==> src/rtl/trig_event_buffer.sv <==
// Trigger event buffer: captures strobed trigger events into a small FIFO and streams each as a byte frame.
// Define TRIG_EVENT_BUFFER_CRC_EN to append a CRC-8 (poly 0x07, init 0x00) byte before the end marker.
module trig_event_buffer #(
    parameter int N_CH     = 24,
    parameter int DEPTH    = 4,
    parameter int ID_W     = 16,
    parameter int CYC_W    = 48,
    parameter int AF_LEVEL = DEPTH - 1
) (
    input  logic                   sampling_clk,
    input  logic                   reset,
    input  logic                   sample_strobe,
    input  logic [ID_W-1:0]        trigger_id,
    input  logic [CYC_W-1:0]       trigger_cycle,
    input  logic [N_CH-1:0]        ch_data,
    input  logic                   flag_veto,
    input  logic                   flag_internal,
    output logic [7:0]             out_data,
    output logic                   out_valid,
    input  logic                   out_ready,
    output logic                   out_last,
    output logic                   veto_out,
    output logic [$clog2(DEPTH):0] level,
    output logic [15:0]            drop_count
);
    localparam int PTR_W     = $clog2(DEPTH);
    localparam int LVL_W     = PTR_W + 1;
    localparam int DAT_B     = (N_CH + 7) / 8;
    localparam int PAY_B     = ID_W / 8 + CYC_W / 8 + 1 + DAT_B;
    localparam int PAY_W     = PAY_B * 8;
`ifdef TRIG_EVENT_BUFFER_CRC_EN
    localparam int CRC_B     = 1;
`else
    localparam int CRC_B     = 0;
`endif
    localparam int FRAME_LEN = PAY_B + CRC_B + 2;
    localparam int IDX_W     = $clog2(FRAME_LEN);
    localparam int SH_W      = IDX_W + 3;

    localparam logic [IDX_W-1:0] LAST_IDX  = IDX_W'(FRAME_LEN - 1);
    localparam logic [IDX_W-1:0] PAY_LAST  = IDX_W'(PAY_B);
    localparam logic [IDX_W-1:0] PAY_TOP   = IDX_W'(PAY_B - 1);
    localparam logic [LVL_W-1:0] DEPTH_L   = LVL_W'(DEPTH);
    localparam logic [LVL_W-1:0] AF_L      = LVL_W'(AF_LEVEL);

    typedef enum logic {IDLE = 1'b0, SEND = 1'b1} state_t;

    state_t             state_r;
    logic [PAY_W-1:0]   mem_r [DEPTH];
    logic [PTR_W-1:0]   wr_ptr_r;
    logic [PTR_W-1:0]   rd_ptr_r;
    logic [LVL_W-1:0]   level_r;
    logic [LVL_W-1:0]   level_nxt_s;
    logic [15:0]        drop_r;
    logic               ovf_r;
    logic               veto_r;
    logic [7:0]         data_r;
    logic               valid_r;
    logic               last_r;
    logic [IDX_W-1:0]   idx_r;
    logic [IDX_W-1:0]   idx_nxt_s;
    logic               hs_s;
    logic               push_s;
    logic               pop_s;
    logic [DAT_B*8-1:0] ch_pad_s;
    logic [PAY_W-1:0]   wr_entry_s;
    logic [PAY_W-1:0]   head_s;
    logic [SH_W-1:0]    shamt_s;
    logic [7:0]         pay_byte_s;
    logic [7:0]         nxt_byte_s;

`ifdef TRIG_EVENT_BUFFER_CRC_EN
    localparam logic [IDX_W-1:0] CRC_IDX = IDX_W'(PAY_B + 1);

    logic [7:0] crc_r;
    logic [7:0] crc_nxt_s;

    function automatic logic [7:0] crc8_update(input logic [7:0] crc, input logic [7:0] din);
        logic [7:0] c;
        c = crc ^ din;
        for (int i = 0; i < 8; i++) begin
            if (c[7]) begin
                c = {c[6:0], 1'b0} ^ 8'h07;
            end else begin
                c = {c[6:0], 1'b0};
            end
        end
        return c;
    endfunction
`endif

    // Capture-side entry assembly and occupancy arithmetic; the full test uses the pre-edge level.
    always_comb begin
        ch_pad_s               = '0;
        ch_pad_s[N_CH-1:0]     = ch_data;
        wr_entry_s             = {trigger_id, trigger_cycle, flag_veto, flag_internal, ovf_r, 5'b00000, ch_pad_s};
        hs_s                   = valid_r && out_ready;
        push_s                 = sample_strobe && (level_r < DEPTH_L);
        pop_s                  = (state_r == SEND) && hs_s && (idx_r == LAST_IDX);
        if (push_s && !pop_s) begin
            level_nxt_s = level_r + LVL_W'(1);
        end else if (pop_s && !push_s) begin
            level_nxt_s = level_r - LVL_W'(1);
        end else begin
            level_nxt_s = level_r;
        end
    end

    // Next frame byte: index 1..PAY_B maps onto payload byte idx_r, MSB first.
    always_comb begin
        head_s     = mem_r[rd_ptr_r];
        idx_nxt_s  = idx_r + IDX_W'(1);
        shamt_s    = {PAY_TOP - idx_r, 3'b000};
        pay_byte_s = 8'(head_s >> shamt_s);
`ifdef TRIG_EVENT_BUFFER_CRC_EN
        crc_nxt_s  = ((idx_r != '0) && (idx_r <= PAY_LAST)) ? crc8_update(crc_r, data_r) : crc_r;
`endif
        if (idx_nxt_s == LAST_IDX) begin
            nxt_byte_s = 8'h7D;
`ifdef TRIG_EVENT_BUFFER_CRC_EN
        end else if (idx_nxt_s == CRC_IDX) begin
            nxt_byte_s = crc_nxt_s;
`endif
        end else begin
            nxt_byte_s = pay_byte_s;
        end
    end

    // Event storage; contents are don't-care until written.
    always_ff @(posedge sampling_clk) begin
        if (push_s) begin
            mem_r[wr_ptr_r] <= wr_entry_s;
        end
    end

    // Write pointer, occupancy, veto, drop counter and the sticky overflow flag.
    always_ff @(posedge sampling_clk or negedge reset) begin
        if (!reset) begin
            wr_ptr_r <= '0;
            level_r  <= '0;
            drop_r   <= 16'h0000;
            ovf_r    <= 1'b0;
            veto_r   <= 1'b0;
        end else begin
            if (push_s) begin
                wr_ptr_r <= wr_ptr_r + PTR_W'(1);
                ovf_r    <= 1'b0;
            end else if (sample_strobe) begin
                ovf_r <= 1'b1;
                if (drop_r != 16'hFFFF) begin
                    drop_r <= drop_r + 16'h0001;
                end
            end
            level_r <= level_nxt_s;
            veto_r  <= (level_nxt_s >= AF_L);
        end
    end

    // Reader FSM: walks the head entry byte by byte and frees it on the end-byte handshake.
    always_ff @(posedge sampling_clk or negedge reset) begin
        if (!reset) begin
            state_r  <= IDLE;
            rd_ptr_r <= '0;
            idx_r    <= '0;
            data_r   <= 8'h00;
            valid_r  <= 1'b0;
            last_r   <= 1'b0;
`ifdef TRIG_EVENT_BUFFER_CRC_EN
            crc_r    <= 8'h00;
`endif
        end else begin
            case (state_r)
                IDLE: begin
                    if (level_r != '0) begin
                        state_r <= SEND;
                        idx_r   <= '0;
                        data_r  <= 8'h7E;
                        valid_r <= 1'b1;
                        last_r  <= 1'b0;
`ifdef TRIG_EVENT_BUFFER_CRC_EN
                        crc_r   <= 8'h00;
`endif
                    end
                end
                SEND: begin
                    if (pop_s) begin
                        rd_ptr_r <= rd_ptr_r + PTR_W'(1);
                        idx_r    <= '0;
                        last_r   <= 1'b0;
`ifdef TRIG_EVENT_BUFFER_CRC_EN
                        crc_r    <= 8'h00;
`endif
                        // Another event waiting (including one written this edge): start it with no gap.
                        if (level_nxt_s != '0) begin
                            data_r  <= 8'h7E;
                            valid_r <= 1'b1;
                        end else begin
                            state_r <= IDLE;
                            data_r  <= 8'h00;
                            valid_r <= 1'b0;
                        end
                    end else if (hs_s) begin
                        idx_r  <= idx_nxt_s;
                        data_r <= nxt_byte_s;
                        last_r <= (idx_nxt_s == LAST_IDX);
`ifdef TRIG_EVENT_BUFFER_CRC_EN
                        crc_r  <= crc_nxt_s;
`endif
                    end
                end
                default: begin
                    state_r <= IDLE;
                    valid_r <= 1'b0;
                    last_r  <= 1'b0;
                end
            endcase
        end
    end

    assign out_data   = data_r;
    assign out_valid  = valid_r;
    assign out_last   = last_r;
    assign veto_out   = veto_r;
    assign level      = level_r;
    assign drop_count = drop_r;

endmodule
==> config.mk <==
export PLATFORM = sky130hd
export DESIGN_NAME = trig_event_buffer
export DESIGN_NICKNAME = d
export VERILOG_FILES = /design/src/rtl/trig_event_buffer.sv
export SDC_FILE = /design/constraint.sdc
export NUM_CORES = 1
export LEC_CHECK = 0
export ABC_AREA = 1
export CAP_MARGIN = 20
export CORE_MARGIN = 4
export CORE_UTILIZATION = 25
export CTS_CLUSTER_SIZE = 28
export DETAILED_ROUTE_END_ITERATION = 12
export GPL_TIMING_DRIVEN = 0
export HOLD_SLACK_MARGIN = 0.02
export SYNTH_ARGS = -nofsm -noshare
export SYNTH_HDL_FRONTEND = slang
export SYNTH_SLANG_ARGS = --single-unit
==> constraint.sdc <==
create_clock -name sampling_clk -period 7.16 [get_ports sampling_clk]
set_input_delay 1.074 -clock sampling_clk [delete_from_list [all_inputs] [get_ports sampling_clk]]
set_output_delay 1.074 -clock sampling_clk [all_outputs]
set_load 0.01 [all_outputs]
* Yosys cells after proc, flatten, opt, wreduce, memory -nomap -nowiden
Memory sizes are Yosys's and may differ from the RTL's.
Index checks and enable logic that the tools add are counted.
W data, S select, Z words.
** Cells by class
- $add $sub $neg :: 7
- Magnitude comparators :: 2
- Equal/unequal tests :: 6
- Shift-type cells :: 1
- Mux-type cells :: 27
- Bitwise logic cells :: 2
- Reduce and logical (&&, ||, !) cells :: 15
** Operators by type and width (count)
- $shr A96 B7 Y8 :: 1
- $mux W8 :: 4
- $add A16 B1 Y16 const B :: 1
- $ne A16 B16 Y1 const B :: 1
- $pmux W8 S2 :: 1
- $mux W1 :: 12
- $mux W4 :: 3
- $eq A4 B4 Y1 const B :: 2
- $pmux W4 S2 :: 1
- $mux W7 :: 1
- $logic_and A1 B1 Y1 :: 6
- $mux W3 :: 2
- $pmux W1 S2 :: 3
- $reduce_and A2 Y1 :: 3
- $reduce_bool A3 Y1 :: 2
- $add A2 B1 Y2 const B :: 2
- $add A4 B1 Y4 const B :: 1
- $sub A4 B4 Y4 const A :: 1
- $add A3 B1 Y3 const B :: 1
- $ge A3 B2 Y1 const B :: 1
- $lt A3 B3 Y1 const B :: 1
- $ne A3 B1 Y1 const B :: 1
- $reduce_and A3 Y1 :: 1
- $sub A3 B1 Y3 const B :: 1
- other kinds (5) :: 7
** Word-level totals
- Flip-flop bits (word level) :: 40
- RAM bits :: 364
- Input port bits :: 94
- Output and inout bits :: 30
- Word-level logic and storage cells :: 72
- Memories kept :: 1
** Memory list
- mem_r :: depth 4, bits a word 91, rd ports 1, clocked after Yosys merged registers in 0, wr ports 1, line 49 : logic [PAY_W-1:0] mem_r [DEPTH];

* Logic depth before layout (Yosys ltp)
Gate-level depths: netlist of the first run.
- Depth in word-level cells :: 10
- Gate-level depth with buffers :: 15

* Worst setup path after synthesis of the first run
OpenSTA, ideal clock, no wires.
- Path type :: input to register
- From :: in sample_strobe
- To :: mem mem_r[0][0] in the netlist's numbering, enable pin
- Library setup time :: 0.541 ns
- Data arrival time :: 5.162 ns
- Data required time :: 6.619 ns
- Slack :: 1.457 ns
- Stages :: 4
- Cells stage by stage :: inv_1 nor2_4 inv_2 nor2_1
** Between the ends
- Cells in the longest elaborated chain, start to end :: 3
** Ends and longest elaborated chain
- start: declaration :: line 12 : input logic sample_strobe,
- $logic_and A1 B1 Y1 :: line 98 : push_s = sample_strobe && (level_r < DEPTH_L);
- $mux W1 :: line 131 : if (push_s) begin
- $mux W1 (not written as such) :: line 132 : mem_r[wr_ptr_r] <= wr_entry_s;
- end: declaration :: line 49
No other way between the ends.

* Final worst setup path of the first run
- From :: in sample_strobe
- To :: mem mem_r[3][90] in the netlist's numbering, enable pin
The elaborated chain is that of the path after synthesis.

==> results of run 1 <==
## metal layers
layer	vias to the layer above	share of wire [%]	track usage [%]	wire, um
li1	5533	-	-	-
met1	5760	41	17.1	20500
met2	375	49	23.5	24700
met3	94	8.0	3.85	4040
met4	20	2.5	3.72	1260
met5	-	0.25	0	126
## layout make-up
| cell class | count | area share, % |
|---|---|---|
| Inverter | 126 | 2.25 |
| Clock buffer | 52 | 5.34 |
| Multi-Input combinational cell | 926 | 19.8 |
| Sequential cell | 404 | 56.4 |
| Buffer | 73 | 2.26 |
| Clock inverter | 26 | 1.36 |
| Timing Repair Buffer | 139 | 7.45 |
| Antenna cell | 5 | 0.0591 |
| Tap cell | 873 | 5.16 |
## worst register-to-register path, cell delays in order (launching register included)
cell     delay [ns]
dfrtp_1        0.34
buf_2          0.28
buf_1          0.50
inv_1          0.18
ha_1           0.22
nand2_1        0.09
inv_1          0.11
nand2_2        0.24
nand2_1        0.11
nand2_1        0.11
nand2_1        0.07
nand2_2        0.10
nand3_2        0.14
a21oi_4        0.24
a21oi_1        0.11
## cell families (layout without fill, tap and decap cells)
kind of cell / Yosys count / in the layout / synth area share (%)
AOI/OAI and AO/OA: 138 / 138 / 4.36
xor gates and xnor gates: 19 / 19 / 0.977
adders and majority gates: 12 / 12 / 0.881
buffers and inverters: 199 / 416 / 5.60
DFF: 404 / 404 / 70.0
other: 0 / 5 / 0
and+or+nand+nor: 757 / 757 / 18.1
## through the flow
step | hold WS (ns) | utilization [%] | setup WS, ns
2_1_floorplan | 0.477 | - | 1.46
3_3_place_gp | 0.488 | 28.7 | -2.80
3_5_place_dp | 0.501 | 29.3 | 3.59
4_1_cts | 0.354 | 31.4 | 4.18
5_1_grt | 0.367 | 31.4 | 3.96
6_report | 0.369 | 31.4 | 4.19
## worst max-delay path by stage
stage               slack (ns)  cells past startpoint                 endpoint                  from
floorplan                 1.46                      4    mem_r[0][0]$_DFFE_PP_         sample_strobe
global placement         -2.80                      5   mem_r[1][71]$_DFFE_PP_         sample_strobe
CTS                       4.18                      7   mem_r[3][62]$_DFFE_PP_         sample_strobe
finish                    4.19                      7   mem_r[3][90]$_DFFE_PP_         sample_strobe
global route              3.96                     14  out_data[3]$_DFFE_PN0P_  idx_r[1]$_DFFE_PN0P_
detailed placement        3.59                      7   mem_r[3][90]$_DFFE_PP_         sample_strobe
## cells in the final DEF (no fill, tap or decap), types with 6 or more instances in the layout
| master | instances |
|---|---|
| buf_4 | 12 |
| bufinv_16 | 6 |
| buf_2 | 30 |
| o21ai_1 | 18 |
| nand3_1 | 157 |
| dfrtp_1 | 40 |
| clkinv_1 | 12 |
| nor2_1 | 174 |
| buf_6 | 15 |
| buf_12 | 12 |
| edfxtp_1 | 364 |
| clkdlybuf4s50_1 | 122 |
| xnor2_1 | 7 |
| clkbuf_16 | 44 |
| inv_1 | 119 |
| o211ai_1 | 14 |
| clkbuf_1 | 21 |
| o21ai_0 | 75 |
| ha_1 | 12 |
| a21oi_1 | 25 |
| nand2_1 | 406 |
| xor2_1 | 12 |
## flip-flops by register name, indices dropped and copies added, names as in the netlist
signal and count:
out_last 1, veto_out 1, idx_r 4, state_r 1, drop_count 16, rd_ptr_r 2, wr_ptr_r 2, out_data 8
ovf_r 1, level 3, out_valid 1, mem_r 364
## power groups by stage
stage | Clock, mW | Sequential, mW | Combinational [mW]
6_report | 2.25 | 2.90 | 2.49
5_1_grt | 2.38 | 2.91 | 2.74
4_1_cts | 2.28 | 2.90 | 2.50
3_5_place_dp | 0 | 2.94 | 2.49
3_3_place_gp | 0 | 2.98 | 2.41
2_1_floorplan | 0 | 2.96 | 1.43
==> results.yml, run 1 <==
outcome:
  outcome: "complete, no violations"
placed_design:
  place_area_um2: 19700
  dp_hpwl_um: 35900
  dp_cells: 2541
  port_buffers: 123
  routabilityCongestion: 0.839
floorplan:
  num_io_pins: 124
  core_area_um2: 67400
  start_util_pct: 25.3
  num_rows: 95
  die_w_um: 269
  die_height_um: 269
  die_area_um2: 72400
logic_synthesis:
  synth_area_leaders: "edfxtp_1 64%, nand2_1 8.9%, dfrtp_1 5.9%"
  synthFlopType: "edfxtp_1"
  synth_nets: 1635
  yosysUniqueCellTypes: 31
  synth.most_common_cell: "nand2_1"
  ys_seq_area_share_pct: 70.0
  synth_top_area_share_pct: 64.2
  yosysWarnings: 0
  synth_cells: 1529
  synth_area_per_cell_um2: 11.1
  synthArstFlopShare_pct: 9.90
  synth-edff-count: 364
  ys_top_cells_by_count: "406 x nand2_1, 364 x edfxtp_1, 178 x nor2_1"
  synth_area_um2: 17000
  yosysTopAreaCell: "edfxtp_1"
  synth-seq-cells: 404
cells_and_area:
  fin_cells: 2624
  drive_above_1_share_pct: 8.76
  area_delta_synth_final_pct: 24.2
  nFillCells: 6654
  finalNetCount: 1819
  design_area_um2: 21200
  regArea_um2: 11900
  multi_input_area_um2: 4180
sta:
  setup_tns_ns: 0
  period_needed_ns: 2.97
  fin_crit_sh_pct: 41.5
  fin_skew_ns: 0.0270
  slew_violations: 0
  setup_violations: 0
  finalHoldViolations: 0
  worst_pin_slew_ns: 0.888
  rsz0062_at_grt: "no"
  fmaxAchievable_mhz: 337
  slew_headroom_pct: 40.8
routing:
  via_count: 11782
  drc: 0
  first_pass_iters: 5
  final_antenna_net_count: 0
  vias_per_cell: 4.49
  post_drt_wl_per_cell_um: 19.3
  drt_wl_total_um: 50700
  first_iter_violations: 1057
cts:
  root_buffer: "clkbuf_16"
  post_cts_buffers: 0
  cts_resized: 0
  clock_path_buffers: 3
  cts_hold_buffers: 0
  clock-sinks: 404
  cts_buffers: 43
  cts_tree: "built"
  clk_latency_ns: 0.56
  h-tree-depth: 2
  path_clk_slew_ns: 0.06
critical_path:
  crit_required_ns: 7.41
  worstReg2RegStart: "idx_r[1]$_DFFE_PN0P_"
  crit_chain: "clkdlybuf4s50_1 > inv_1 > nor2_4 > inv_2 > nor2_4 > buf_12 > buf_12"
  crit_fanout: 25
  critPathMaxStageDelay_ns: 0.58
  rr_worst_depth: 14
  cp.arrival_ns: 3.23
  path_buf_inv: 5
  critPathTopFamily: "buffers and inverters"
  cp-end-kind: "register"
  cp_slowest_cell: "nor2_4"
  crit_path_start_kind: "input pin"
  r2r_end: "out_data[5]$_DFFE_PN0P_"
  r2r_slack_ns: 4.20
  crit_type: "in -> reg"
grt:
  grt_pass1_wl_um: 74000
  grt_usage_pct: 13.7
  overflow: 0
  antenna_found_initial: 16
  grt_max_degree: 34
  grt_pass1_vias: 11600
power_and_ir_drop:
  total_power_mw: 7.64
  pwr_density_cell_nw_per_um2: 361
  netSwitchingFraction_pct: 35.3
  max-vdd-ir-drop_v: 0.000186
  clkPwrFrac_pct: 29.5
  seqPwrFrac_pct: 37.9
  p_switching_mw: 2.70
  combPwrFrac_pct: 32.6
  cellLeakagePower_nw: 8.00
  intPower_mw: 4.94
flow_run:
  maxCapViolations: 0
worst_hold_path:
  hold_class: "in -> async"
Note: power is estimated with default switching activity, not from simulation.
==> run 2, diff against run 1 <==
==> constraint.sdc (replaced) <==
create_clock -name sampling_clk -period 3 [get_ports sampling_clk]
set_input_delay 0.45 -clock sampling_clk [delete_from_list [all_inputs] [get_ports sampling_clk]]
set_output_delay 0.45 -clock sampling_clk [all_outputs]
set_load 0.01 [all_outputs]
==> run 2 against run 1 <==
Net effect: die area stayed put; cell count is 0.11% lower; critical endpoint is now out_data[4]$_DFFE_PN0P_; critical path type is now reg -> reg; clock power grew 120%; largest power group unchanged; sequential power is 140% higher.
==> results.yml, run 2 (same netlist as run 1, synthesis figures left out) <==
critical_path:
  path_buf_inv: 3
  critPathMaxStageDelay_ns: 0.43
  cp-end-kind: "register"
  cp.arrival_ns: 3.03
  crit_type: "reg -> reg"
  crit_chain: "buf_2 > inv_1 > ha_1 > nand2_1 > inv_1 > nand2_2 > nand2_1 > nand2_1 > nand2_1 > nand2_2 > nand3_2 > a21oi_4 > a21oi_1"
  critPathTopFamily: "simple AND/OR/NAND/NOR gates"
  crit_top_cell: "nand2_1"
  cp_slowest_cell: "buf_2"
  crit_fanout: 19
  crit_required_ns: 3.44
  crit_path_start_kind: "register"
grt:
  antenna_found_initial: 13
  grt_pass1_wl_um: 74700
  overflow: 0
  grt_max_degree: 33
  grt_pass1_vias: 11714
  grt_usage_pct: 13.9
sta:
  finalHoldViolations: 0
  whs_ns: 0.279
  rsz0062_at_grt: "no"
  period_needed_ns: 2.60
  worst_pin_slew_ns: 0.890
  fmaxAchievable_mhz: 385
  slew_headroom_pct: 40.6
  fin_crit_sh_pct: 86.6
  fin_skew_ns: 0.0312
  slew_violations: 0
  setup_violations: 0
cts:
  root_buffer: "clkbuf_16"
  cts_tree: "built"
  clk_latency_ns: 0.58
  clock_path_buffers: 3
  cts_buffers: 41
  post_cts_buffers: 0
  h-tree-depth: 2
  cts_resized: 0
  path_clk_slew_ns: 0.06
  clock-sinks: 404
floorplan:
  start_util_pct: 25.3
  die_w_um: 269
  die_height_um: 269
  num_io_pins: 124
  num_rows: 95
  core_area_um2: 67400
  die_area_um2: 72400
routing:
  via_count: 11711
  vias_per_cell: 4.47
  first_pass_iters: 5
  post_drt_wl_per_cell_um: 19.5
  drc: 0
  first_iter_violations: 1183
  final_antenna_net_count: 0
  drt_wl_total_um: 51100
cells_and_area:
  finalNetCount: 1817
  finalCoreUtilization_pct: 31.2
  nFillCells: 6677
  final_common_cell: "nand2_1"
  top_register: "mem_r"
  fin_cells: 2621
  design_area_um2: 21000
  drive_above_1_share_pct: 8.39
  multi_input_area_um2: 4180
  area_delta_synth_final_pct: 23.3
  regArea_um2: 11900
  mostFrequentLayoutCells: "406 x nand2_1, 364 x edfxtp_1, 174 x nor2_1"
  largest_reg_flops: 364
power_and_ir_drop:
  cellLeakagePower_nw: 7.91
  total_power_mw: 17.7
  max-vdd-ir-drop_v: 0.000380
  pwr_density_cell_nw_per_um2: 844
worst_hold_path:
  hold_class: "in -> async"
placed_design:
  routabilityCongestion: 0.871
  place_area_um2: 19700
  dp_cells: 2541
  dp_hpwl_um: 36100
  port_buffers: 123
outcome:
  outcome: "complete, no violations"
flow_run:
  maxCapViolations: 0
[run 2: cell types whose count changed in the layout (fill, tap and decap cells not counted), sizes merged]
cell | before | now
clkbuf | 65 | 68
buf | 77 | 76
clkinv | 19 | 14
dlygate4sd3 | 0 | 1
bufinv | 6 | 2
diode | 5 | 8
[run 2: per-stage QoR]
stage | setup WS, ns | setup TNS [ns]
detailed placement | -0.00422 | -0.00422
global route | 0.197 | 0
CTS | 0.372 | 0
floorplan | -0.554 | -201.80
global placement | -3.36 | -1202.24
finish | 0.401 | 0
[run 2: area by class of cell]
class                      instances  share of cell area (%)
multi-input combinational        926                    19.9
tap                              873                    5.20
clock inverter                    17                   0.756
antenna                            8                  0.0953
inverter                         126                    2.26
buffer                            72                    2.26
timing repair buffer             140                    7.55
clock buffer                      55                    5.18
sequential                       404                    56.8
[run 2: worst paths after layout]
check	startpoint	to	slack [ns]	cells past startpoint
setup / recovery	idx_r[1]$_DFFE_PN0P_	out_data[4]$_DFFE_PN0P_	0.40	13
hold / removal	reset	drop_count[6]$_DFFE_PN0P_	0.28	2
setup reg to reg	idx_r[1]$_DFFE_PN0P_	out_data[4]$_DFFE_PN0P_	0.40	13
hold reg to reg	drop_count[14]$_DFFE_PN0P_	drop_count[14]$_DFFE_PN0P_	0.51	1
max in group asynchronous	reset	out_data[2]$_DFFE_PN0P_	2.27	3
min in group sampling_clk	trigger_cycle[38]	mem_r[2][65]$_DFFE_PP_	0.51	1
[run 2: timing repair]
| action | 4_1_cts | 5_1_grt |
|---|---|---|
| hold buffers | 1 | 0 |
| setup endpoints to repair | 5 | 0 |
| hold endpoints to repair | 40 | 0 |
[run 2: metal layers]
metal | track usage (%) | part of all wire, % | up-vias
li1 | - | - | 5544
met1 | 17.6 | 41 | 5668
met2 | 23.2 | 48 | 399
met3 | 3.87 | 8.6 | 90
met4 | 4.46 | 2.6 | 10
met5 | 0 | 0.14 | -
[run 2: worst reg2reg max path, delay by kind of cell (launching register included)]
family                   cells  cell delay [ns]
adder cells (fa/ha/maj)      1             0.21
flip-flops                   1             0.35
AO/OA/AOI/OAI                2             0.38
buffers and inverters        3             0.70
AND/OR/NAND/NOR              7             0.85
[run 2: where the power goes]
part           switching (mW)  total (mW)  internal [mW]
Sequential              0.249        6.91           6.66
Clock                    2.12        4.85           2.73
Combinational            4.04        5.97           1.92
==> run 3, diff against run 2 <==
--- a/config.mk
+++ b/config.mk
@@ -8,11 +8,12 @@
 export ABC_AREA = 1
 export CAP_MARGIN = 20
 export CORE_MARGIN = 4
-export CORE_UTILIZATION = 25
+export CORE_UTILIZATION = 57
 export CTS_CLUSTER_SIZE = 28
 export DETAILED_ROUTE_END_ITERATION = 12
 export GPL_TIMING_DRIVEN = 0
 export HOLD_SLACK_MARGIN = 0.02
+export PLACE_DENSITY = 0.78
 export SYNTH_ARGS = -nofsm -noshare
 export SYNTH_HDL_FRONTEND = slang
 export SYNTH_SLANG_ARGS = --single-unit
==> run 3 against run 2 <==
Net effect: wire length is 12% lower; critical path depth did not move; register-to-register slack improved by 0.05 ns; count of clock-buffer cells in the layout shrank 3; global-route usage up 13 points; non-clock buffer count decreased by 3; maximum frequency is 2.1% higher; sequential share of layout area increased by 1.9 points; die area down 55%; worst setup slack gained 0.054 ns; total power hardly changed; clock skew down 0.020 ns.
==> results.yml, run 3 (same netlist as run 1, synthesis figures left out) <==
outcome:
  outcome: "complete, no violations"
cts:
  clock-sinks: 404
  cts_tree: "built"
  path_clk_slew_ns: 0.06
  clk_latency_ns: 0.53
  root_buffer: "clkbuf_16"
  post_cts_buffers: 0
  clock_path_buffers: 3
  cts_resized: 0
  h-tree-depth: 2
  cts_buffers: 41
cells_and_area:
  nFillCells: 2043
  n_antenna_cell: 0
  final_common_cell: "nand2_1"
  mostFrequentLayoutCells: "406 x nand2_1, 364 x edfxtp_1, 174 x nor2_1"
  drive_above_1_share_pct: 8.39
  top_register: "mem_r"
  finalNetCount: 1814
  largest_reg_flops: 364
  area_delta_synth_final_pct: 19.3
floorplan:
  core_area_um2: 29600
  num_rows: 63
  die_height_um: 181
  die_w_um: 181
  start_util_pct: 57.6
  die_area_um2: 32700
  num_io_pins: 124
grt:
  grt_max_degree: 37
  grt_pass1_vias: 12208
  grt_pass1_wl_um: 68600
  antenna_found_initial: 0
  grt_usage_pct: 27.2
  overflow: 0
power_and_ir_drop:
  seqPwrFrac_pct: 39.0
  netSwitchingFraction_pct: 35.9
  p_switching_mw: 6.35
  combPwrFrac_pct: 33.6
  max-vdd-ir-drop_v: 0.000511
  cellLeakagePower_nw: 7.89
  clkPwrFrac_pct: 27.4
  pwr_density_cell_nw_per_um2: 871
  intPower_mw: 11.4
routing:
  final_antenna_net_count: 0
  drt_wl_total_um: 44900
  via_count: 12209
  first_pass_iters: 5
  first_iter_violations: 1634
  vias_per_cell: 5.73
  post_drt_wl_per_cell_um: 21.1
  drc: 0
critical_path:
  crit_required_ns: 3.41
  worstReg2RegStart: "idx_r[1]$_DFFE_PN0P_"
  crit_fanout: 19
  crit_path_start: "idx_r[1]$_DFFE_PN0P_"
  crit_path_start_kind: "register"
  r2r_slack_ns: 0.46
  critPathMaxStageDelay_ns: 0.42
  cp.arrival_ns: 2.95
  rr_worst_depth: 13
  crit_type: "reg -> reg"
  crit_chain: "buf_2 > inv_1 > ha_1 > nand2_1 > inv_1 > nand2_2 > nand2_1 > nand2_1 > nand2_1 > nand2_2 > nand3_2 > a21oi_4 > a21oi_1"
  cp-end-kind: "register"
  cp_slowest_cell: "buf_2"
  crit_top_cell: "nand2_1"
sta:
  fin_crit_sh_pct: 84.8
  fin_skew_ns: 0.0113
  finalWorstSetupSlack_ns: 0.455
  period_needed_ns: 2.54
  whs_ns: 0.276
  setup_violations: 0
  worst_pin_slew_ns: 0.925
  finalHoldViolations: 0
  slew_violations: 0
  fmaxAchievable_mhz: 393
  rsz0062_at_grt: "no"
  slew_headroom_pct: 38.3
worst_hold_path:
  hold_class: "in -> async"
placed_design:
  routabilityCongestion: 0.909
  dp_hpwl_um: 29500
  port_buffers: 123
  dpl_worst_slack_ns: 0.113
flow_run:
  maxCapViolations: 0
[run 3: changes by cell type in the layout (fill, tap and decap cells not counted), sizes merged]
cell      delta
clkinvlp     +1
clkbuf       -3
diode        -8
buf          -3
clkinv       +5
[run 3: final timing paths]
kind,end
setup / recovery,out_data[3]$_DFFE_PN0P_
hold / removal,drop_count[13]$_DFFE_PN0P_
setup reg to reg,out_data[3]$_DFFE_PN0P_
hold reg to reg,drop_count[14]$_DFFE_PN0P_
max in group asynchronous,idx_r[1]$_DFFE_PN0P_
min in group sampling_clk,drop_count[14]$_DFFE_PN0P_
[run 3: cell type report]
class	instances	area, um2	area share (%)
Inverter	126	475	2.34
Tap cell	390	488	2.40
Clock inverter	23	164	0.806
Clock buffer	52	1110	5.46
Sequential cell	404	11900	58.7
Multi-Input combinational cell	926	4180	20.6
Timing Repair Buffer	137	1500	7.40
Buffer	72	475	2.34
[run 3: timing repair]
item	CTS	global route
setup endpoints to repair	0	6
endpoints found under the hold margin	40	0
hold buffers	1	0
[run 3: power by group through the flow]
stage	Sequential (mW)	Combinational (mW)	Clock, mW
final	6.90	5.96	4.85
after global routing	6.93	6.46	5.12
after CTS	6.89	5.86	4.86
after detailed placement	7.00	5.79	0
after global placement	7.04	5.55	0
after floorplan	7.03	3.43	0
[run 3: critical path: cells and delay by family (launching register included)]
kind                     cells  cell delay, ns
AO/OA/AOI/OAI                2            0.35
adder cells (fa/ha/maj)      1            0.22
buffers and inverters        3            0.70
flip-flops                   1            0.35
AND/OR/NAND/NOR              7            0.82
[run 3: metal layers]
layer,vias up,global-route usage (%),wire [um]
met5,-,0,0
met4,0,10.3,1760
met3,128,5.27,4970
met2,755,45.1,21400
met1,5817,36.1,16800
li1,5509,-,-
[run 3: through the flow]
step	utilization (%)	std cells	power, mW	instance area (um2)	setup TNS, ns
2_1_floorplan	-	1529	10.5	17000	-201.80
3_3_place_gp	63.5	2042	12.6	18800	-1066.74
3_5_place_dp	64.4	2055	12.8	19000	0
4_1_cts	68.8	2131	17.6	20300	0
5_1_grt	68.8	2130	18.5	20300	0
6_report	68.8	2130	17.7	20300	0
